===== config.mk =====
export PLATFORM = sky130hd
export DESIGN_NAME = reg_window_ctrl
export DESIGN_NICKNAME = d
export VERILOG_FILES = /design/src/rtl/regwin_pkg.sv /design/src/rtl/reg_window_ctrl.sv
export SDC_FILE = /design/constraint.sdc
export NUM_CORES = 1
export LEC_CHECK = 0
export CAP_MARGIN = 25
export CORE_AREA = 3 3 88 90
export DETAILED_ROUTE_END_ITERATION = 10
export DIE_AREA = 0 0 91 93
export HOLD_SLACK_MARGIN = 0.05
export PLACE_DENSITY = 0.83
export SKIP_LAST_GASP = 1
export SYNTH_ARGS = -nofsm -noshare
export SYNTH_HDL_FRONTEND = slang
export SYNTH_SLANG_ARGS = --single-unit

===== constraint.sdc =====
create_clock -name clk -period 3.29 [get_ports clk]
set_clock_uncertainty 0.05 [all_clocks]
set_input_delay 0.4935 -clock clk [delete_from_list [all_inputs] [get_ports clk]]
set_output_delay 0.4935 -clock clk [all_outputs]
set_load 0.1 [all_outputs]

===== src/rtl/regwin_pkg.sv =====
// Shared constants, widths and sequencer state encoding for the register-window
// controller and the windowed register file it drives.
package regwin_pkg;

    localparam int          NWIN      = 4;
    localparam int          MAX_DEPTH = 15;
    localparam logic [15:0] SP_BASE   = 16'h0F00;

    localparam int WIN_W   = 3;
    localparam int RSEL_W  = 2;
    localparam int CWP_W   = 2;
    localparam int DEPTH_W = 4;
    localparam int DATA_W  = 16;
    localparam int ADDR_W  = 16;

    typedef enum logic [3:0] {
        ST_IDLE   = 4'd0,
        ST_SP_SET = 4'd1,
        ST_SP_RD0 = 4'd2,
        ST_SP_WR0 = 4'd3,
        ST_SP_RD1 = 4'd4,
        ST_SP_WR1 = 4'd5,
        ST_FL_RD1 = 4'd6,
        ST_FL_WR1 = 4'd7,
        ST_FL_RD0 = 4'd8,
        ST_FL_WR0 = 4'd9
    } regwin_state_e;

endpackage


===== src/rtl/reg_window_ctrl.sv =====
// Register-window controller: tracks CWP/call depth and spills/fills logical
// registers 2/3 of the clobbered window to a LIFO memory stack on over/underflow.
module reg_window_ctrl #(
    parameter int          NWIN      = regwin_pkg::NWIN,
    parameter int          MAX_DEPTH = regwin_pkg::MAX_DEPTH,
    parameter logic [15:0] SP_BASE   = regwin_pkg::SP_BASE
) (
    input  logic                            clk,
    input  logic                            rst,
    input  logic                            call,
    input  logic                            ret,
    output logic                            stall,
    output logic                            err,
    output logic [regwin_pkg::WIN_W-1:0]    window_o,
    output logic                            rf_own,
    output logic [regwin_pkg::RSEL_W-1:0]   rf_rsel,
    input  logic [regwin_pkg::DATA_W-1:0]   rf_rdata,
    output logic                            rf_we,
    output logic [regwin_pkg::RSEL_W-1:0]   rf_wsel,
    output logic [regwin_pkg::DATA_W-1:0]   rf_wdata,
    output logic                            mem_req,
    output logic                            mem_we,
    output logic [regwin_pkg::ADDR_W-1:0]   mem_addr,
    output logic [regwin_pkg::DATA_W-1:0]   mem_wdata,
    input  logic [regwin_pkg::DATA_W-1:0]   mem_rdata,
    input  logic                            mem_ack
);
    import regwin_pkg::*;

    localparam logic [CWP_W-1:0]   LP_CWP_LAST    = CWP_W'(NWIN - 1);
    localparam logic [DEPTH_W-1:0] LP_DEPTH_SPILL = DEPTH_W'(NWIN - 1);
    localparam logic [DEPTH_W-1:0] LP_DEPTH_FILL  = DEPTH_W'(NWIN);
    localparam logic [DEPTH_W-1:0] LP_DEPTH_MAX   = DEPTH_W'(MAX_DEPTH);

    regwin_state_e        r_state, w_state_nxt;
    logic [CWP_W-1:0]     r_cwp, w_cwp_nxt, w_cwp_inc, w_cwp_dec;
    logic [DEPTH_W-1:0]   r_depth, w_depth_nxt;
    logic [ADDR_W-1:0]    r_sp, w_sp_nxt;
    logic                 r_err, w_err_nxt;
    logic [DATA_W-1:0]    r_data, w_data_nxt;

    assign w_cwp_inc = (r_cwp == LP_CWP_LAST) ? {CWP_W{1'b0}} : r_cwp + 2'd1;
    assign w_cwp_dec = (r_cwp == {CWP_W{1'b0}}) ? LP_CWP_LAST : r_cwp - 2'd1;
    assign err       = r_err;

    // State and datapath registers; rst aborts any spill/fill in flight.
    always_ff @(posedge clk or posedge rst) begin
        if (rst) begin
            r_state <= ST_IDLE;
            r_cwp   <= {CWP_W{1'b0}};
            r_depth <= {DEPTH_W{1'b0}};
            r_sp    <= SP_BASE;
            r_err   <= 1'b0;
            r_data  <= {DATA_W{1'b0}};
        end else begin
            r_state <= w_state_nxt;
            r_cwp   <= w_cwp_nxt;
            r_depth <= w_depth_nxt;
            r_sp    <= w_sp_nxt;
            r_err   <= w_err_nxt;
            r_data  <= w_data_nxt;
        end
    end

    // Sequencer: IDLE decodes call/ret, spill/fill states drive RF and memory ports.
    always_comb begin
        w_state_nxt = r_state;
        w_cwp_nxt   = r_cwp;
        w_depth_nxt = r_depth;
        w_sp_nxt    = r_sp;
        w_err_nxt   = r_err;
        w_data_nxt  = r_data;
        window_o    = {1'b0, r_cwp};
        rf_rsel     = 2'd0;
        rf_we       = 1'b0;
        rf_wsel     = 2'd0;
        rf_wdata    = 16'd0;
        mem_req     = 1'b0;
        mem_we      = 1'b0;
        mem_addr    = 16'd0;
        mem_wdata   = 16'd0;
        if (r_state != ST_IDLE) begin
            stall  = 1'b1;
            rf_own = 1'b1;
        end else begin
            stall  = 1'b0;
            rf_own = 1'b0;
        end

        case (r_state)
            ST_IDLE: begin
                if (call && ret) begin
                    w_err_nxt = 1'b1;
                end else if (call) begin
                    if (r_depth == LP_DEPTH_MAX) begin
                        w_err_nxt = 1'b1;
                    end else if (r_depth < LP_DEPTH_SPILL) begin
                        w_cwp_nxt   = w_cwp_inc;
                        w_depth_nxt = r_depth + 4'd1;
                    end else begin
                        stall       = 1'b1;
                        w_state_nxt = ST_SP_SET;
                    end
                end else if (ret) begin
                    if (r_depth == {DEPTH_W{1'b0}}) begin
                        w_err_nxt = 1'b1;
                    end else if (r_depth < LP_DEPTH_FILL) begin
                        w_cwp_nxt   = w_cwp_dec;
                        w_depth_nxt = r_depth - 4'd1;
                    end else begin
                        stall       = 1'b1;
                        w_state_nxt = ST_FL_RD1;
                    end
                end else begin
                    w_state_nxt = ST_IDLE;
                end
            end
            ST_SP_SET: begin
                window_o    = {1'b0, w_cwp_inc};
                w_state_nxt = ST_SP_RD0;
            end
            ST_SP_RD0: begin
                window_o    = {1'b0, w_cwp_inc};
                rf_rsel     = 2'd2;
                w_state_nxt = ST_SP_WR0;
            end
            // Select is held through the write so rf_rdata stays valid across ack waits.
            ST_SP_WR0: begin
                window_o  = {1'b0, w_cwp_inc};
                rf_rsel   = 2'd2;
                mem_req   = 1'b1;
                mem_we    = 1'b1;
                mem_addr  = r_sp;
                mem_wdata = rf_rdata;
                if (mem_ack) begin
                    w_state_nxt = ST_SP_RD1;
                end else begin
                    w_state_nxt = ST_SP_WR0;
                end
            end
            ST_SP_RD1: begin
                window_o    = {1'b0, w_cwp_inc};
                rf_rsel     = 2'd3;
                w_state_nxt = ST_SP_WR1;
            end
            ST_SP_WR1: begin
                window_o  = {1'b0, w_cwp_inc};
                rf_rsel   = 2'd3;
                mem_req   = 1'b1;
                mem_we    = 1'b1;
                mem_addr  = r_sp + 16'd1;
                mem_wdata = rf_rdata;
                if (mem_ack) begin
                    w_state_nxt = ST_IDLE;
                    w_sp_nxt    = r_sp + 16'd2;
                    w_cwp_nxt   = w_cwp_inc;
                    w_depth_nxt = r_depth + 4'd1;
                end else begin
                    w_state_nxt = ST_SP_WR1;
                end
            end
            ST_FL_RD1: begin
                mem_req  = 1'b1;
                mem_addr = r_sp - 16'd1;
                if (mem_ack) begin
                    w_data_nxt  = mem_rdata;
                    w_state_nxt = ST_FL_WR1;
                end else begin
                    w_state_nxt = ST_FL_RD1;
                end
            end
            ST_FL_WR1: begin
                rf_we       = 1'b1;
                rf_wsel     = 2'd3;
                rf_wdata    = r_data;
                w_state_nxt = ST_FL_RD0;
            end
            ST_FL_RD0: begin
                mem_req  = 1'b1;
                mem_addr = r_sp - 16'd2;
                if (mem_ack) begin
                    w_data_nxt  = mem_rdata;
                    w_state_nxt = ST_FL_WR0;
                end else begin
                    w_state_nxt = ST_FL_RD0;
                end
            end
            ST_FL_WR0: begin
                rf_we       = 1'b1;
                rf_wsel     = 2'd2;
                rf_wdata    = r_data;
                w_state_nxt = ST_IDLE;
                w_sp_nxt    = r_sp - 16'd2;
                w_cwp_nxt   = w_cwp_dec;
                w_depth_nxt = r_depth - 4'd1;
            end
            default: begin
                w_state_nxt = ST_IDLE;
            end
        endcase
    end

endmodule

==> impl_results.md <==
* H-Tree Depth at 2
* Final wirelength at 8860 µm
* Syn Nets at 408
* Nets at 501
* Yosys warnings at 0
* Clock sink total at 42
* Fin Setup TNS at -0.00502 ns
* Number of global-route vias before repair at 2,895
* Slowest cell delay on critical path at 0.47 ns
* Max Cap Violations at 0
* Final hold vios at 0
* FFs w/ async S/R, synth at 1.00
* Kind of end point of the critical path: output pin
* Die Ht at 93 µm
* Gr ovfl total at 0
* Initial drt markers at 118
* Sequential area share after synthesis at 0.339
* IO Port Bufs at 96
* Final period util at 1.00
* Synth Instances at 364
* Worst path buffer plus inverter count at 2
* Max Slew Vio Count at 0
* Register area at 0.00106 mm²
* Initial antenna violation count at 0
* Root buffer cell: clkbuf_8
* Row count at 31
* Finish-stage setup viols at 1
* Cell Area, Synth at 0.00312 mm²
* Data required time of the critical path at 2.75 ns
* Delay-heaviest family, CP: simple AND/OR/NAND/NOR gates
* CP arrival at 2.75 ns
* Share of post-route cells with drive strength above 1 at 0.325
* Post-DP HPWL at 6650 µm
* Area of the multi-input gates at 0.00205 mm²
* CTS buffer count at 5
* RePlAce Congestion at 0.874
* Filler instances at 529
* Failing checks: negative setup slack
* Slew headroom at 0.438
* Fin crit period at 3.30 ns
* RSZ-0062 raised after global routing: true
* WS Path Type: flip-flop to output pin
* DRC errors left at 0
* Final worst slack at -0.00502 ns
* CP Cell Sequence: inv_2 -> ha_4 -> or4b_4 -> or4_4 -> or3_4 -> xor2_1 -> o21ai_4 -> buf_12
* Pre-Repair DR Iteration Count at 4
* #FFs+latches synth at 42
* Worst Setup Start Kind: flip-flop
* Max FO, Critical Path at 6
* Detail Route Antenna Nets at 0
* Worst hold-check path type: flip-flop to flip-flop
* Vias per cell at 5.54
* Num ports at 98
* Count leader, synth: dfrtp_1
* Die W at 91 µm
* Pre-CTS setup slack at 0.194 ns
* FMAX at 303 MHz
* Placed Area at 0.00488 mm²
* Longest Clk Path Bufs at 2
* Via count of the routed design at 3,084
* Worst-Margin Slew at 0.837 ns
* Number of synthesized flops with an enable pin at 0
* Area leader, netlist: dfrtp_1
* First-pass GRT wire length at 14,800 µm
* Mean Syn Cell Area at 8.56 µm²
* Area Overhead vs Synth at 60.9%
* Synth area leaders: dfrtp_1, and2_1, mux2_2
* Initial core utilization at 0.437
* Finished Core Util at 0.703
* Clk_lat worst skew at 0.30 ns
* Worst path slowest cell: or4b_4
* Cell variety after synth at 59
* Post-synth top cells: dfrtp_1, and2_1, nor2_1, o21ai_0, nand2_1
* # diodes at 0
* Die area at 0.00846 mm²
* Clk slew on worst S/H paths at 0.09 ns
* Status: finished, violations left
* Largest net degree at the start of global routing at 43
* GR Util All Layers at 0.213
* Core Area at 0.00714 mm²
* Share of the synthesized area in the top cell type at 0.305
* Wire per inst at 15.9 µm
* Reg2reg setup slack at 0.78 ns
* Design Area, Final at 0.00501 mm²
* TritonCTS clock tree: done
* Top_reg_cell synth: dfrtp_1
-- kinds of logic (layout without fill, tap and decap cells) --
logic type      Yosys count  after routing  share of synthesized area
compound gates           79             79                      0.165
xor+xnor                 26             26                     0.0731
fa+ha+maj                 7              7                     0.0281
buf+inv                  47            141                     0.0678
flops                    42             42                      0.339
mux                      18             18                     0.0646
other cells               1              1                    0.00120
simple gates            144            144                      0.262
-- repair_timing --
action,in CTS,in global routing
buffers inserted,2,1
resized for setup,2,3
hold buffers,0,0
hold endpoints to repair,0,0
pin swaps,1,1
endpoints found under the setup margin,2,3
gates cloned,0,0
-- area by class of cell --
class | instances | area share
clock buffer | 6 | 0.0145
clock inverter | 2 | 0.00749
inverter | 17 | 0.0127
multi-input combinational | 275 | 0.408
sequential | 42 | 0.211
tap | 99 | 0.0247
timing repair buffer | 116 | 0.321
-- routing by layer --
metal  vias up  part of all wire  track usage
met1      1498              0.41        0.269
met2       129              0.52        0.381
met3         4             0.061       0.0322
met5         -                 0            0
li1       1453                 -            -
met4         0            0.0079       0.0528
-- sequential cells by signal, summed over array words and instances, names as in the netlist --
signal,cells
r_depth,4
r_data,16
r_state,4
r_sp,15
err,1
r_cwp,2
-- worst reg2reg max path, delay by kind of cell, from the launching register on --
family          cells  cell delay, ns
simple gates        2            0.80
compound gates      2            0.70
xor+xnor            1            0.17
flops               1            0.68
-- stage by stage --
step	hold slack, ns	std cells
floorplan	0.422	364
finish	0.439	557
global placement	0.415	546
CTS	0.441	556
detailed placement	0.418	546
global route	0.476	557
-- cell usage in the layout, fill, tap and decap left out, drive strengths merged, types with 2 or more instances in the layout --
| master | count |
|---|---|
| clkdlybuf4s50 | 36 |
| xnor2 | 10 |
| clkbuf | 6 |
| o22ai | 2 |
| a32oi | 4 |
| o31ai | 8 |
| or2 | 2 |
| xor2 | 16 |
| nand2 | 24 |
| ha | 7 |
| a21oi | 14 |
| a31oi | 3 |
| nor3 | 9 |
| and2 | 33 |
| inv | 17 |
| o41ai | 2 |
| buf | 80 |
| a211oi | 3 |
| o21ai | 29 |
| and3b | 2 |
| nand3 | 7 |
| or3b | 2 |
| or3 | 3 |
| dfrtp | 38 |
| nor4 | 8 |
| nor2b | 4 |
| nand3b | 2 |
| nand4 | 5 |
| a22oi | 2 |
| nor2 | 31 |
| dfstp | 4 |
| mux2 | 17 |
| or4 | 5 |
| o21bai | 2 |
| o21a | 2 |
-- path summary, 6_finish.rpt --
kind                       startpoint           end  depth (start not counted)
max reg2reg                r_state[0]    r_depth[3]                          5
max                           r_sp[1]  mem_addr[11]                          8
min in group asynchronous         rst    r_state[0]                          3
max in group asynchronous         rst       r_sp[2]                          3
min                               err           err                          1
min reg2reg                       err           err                          1
Power is not shown: default switching activity piles up to over one toggle a cycle in this logic, so the estimate is an artifact.
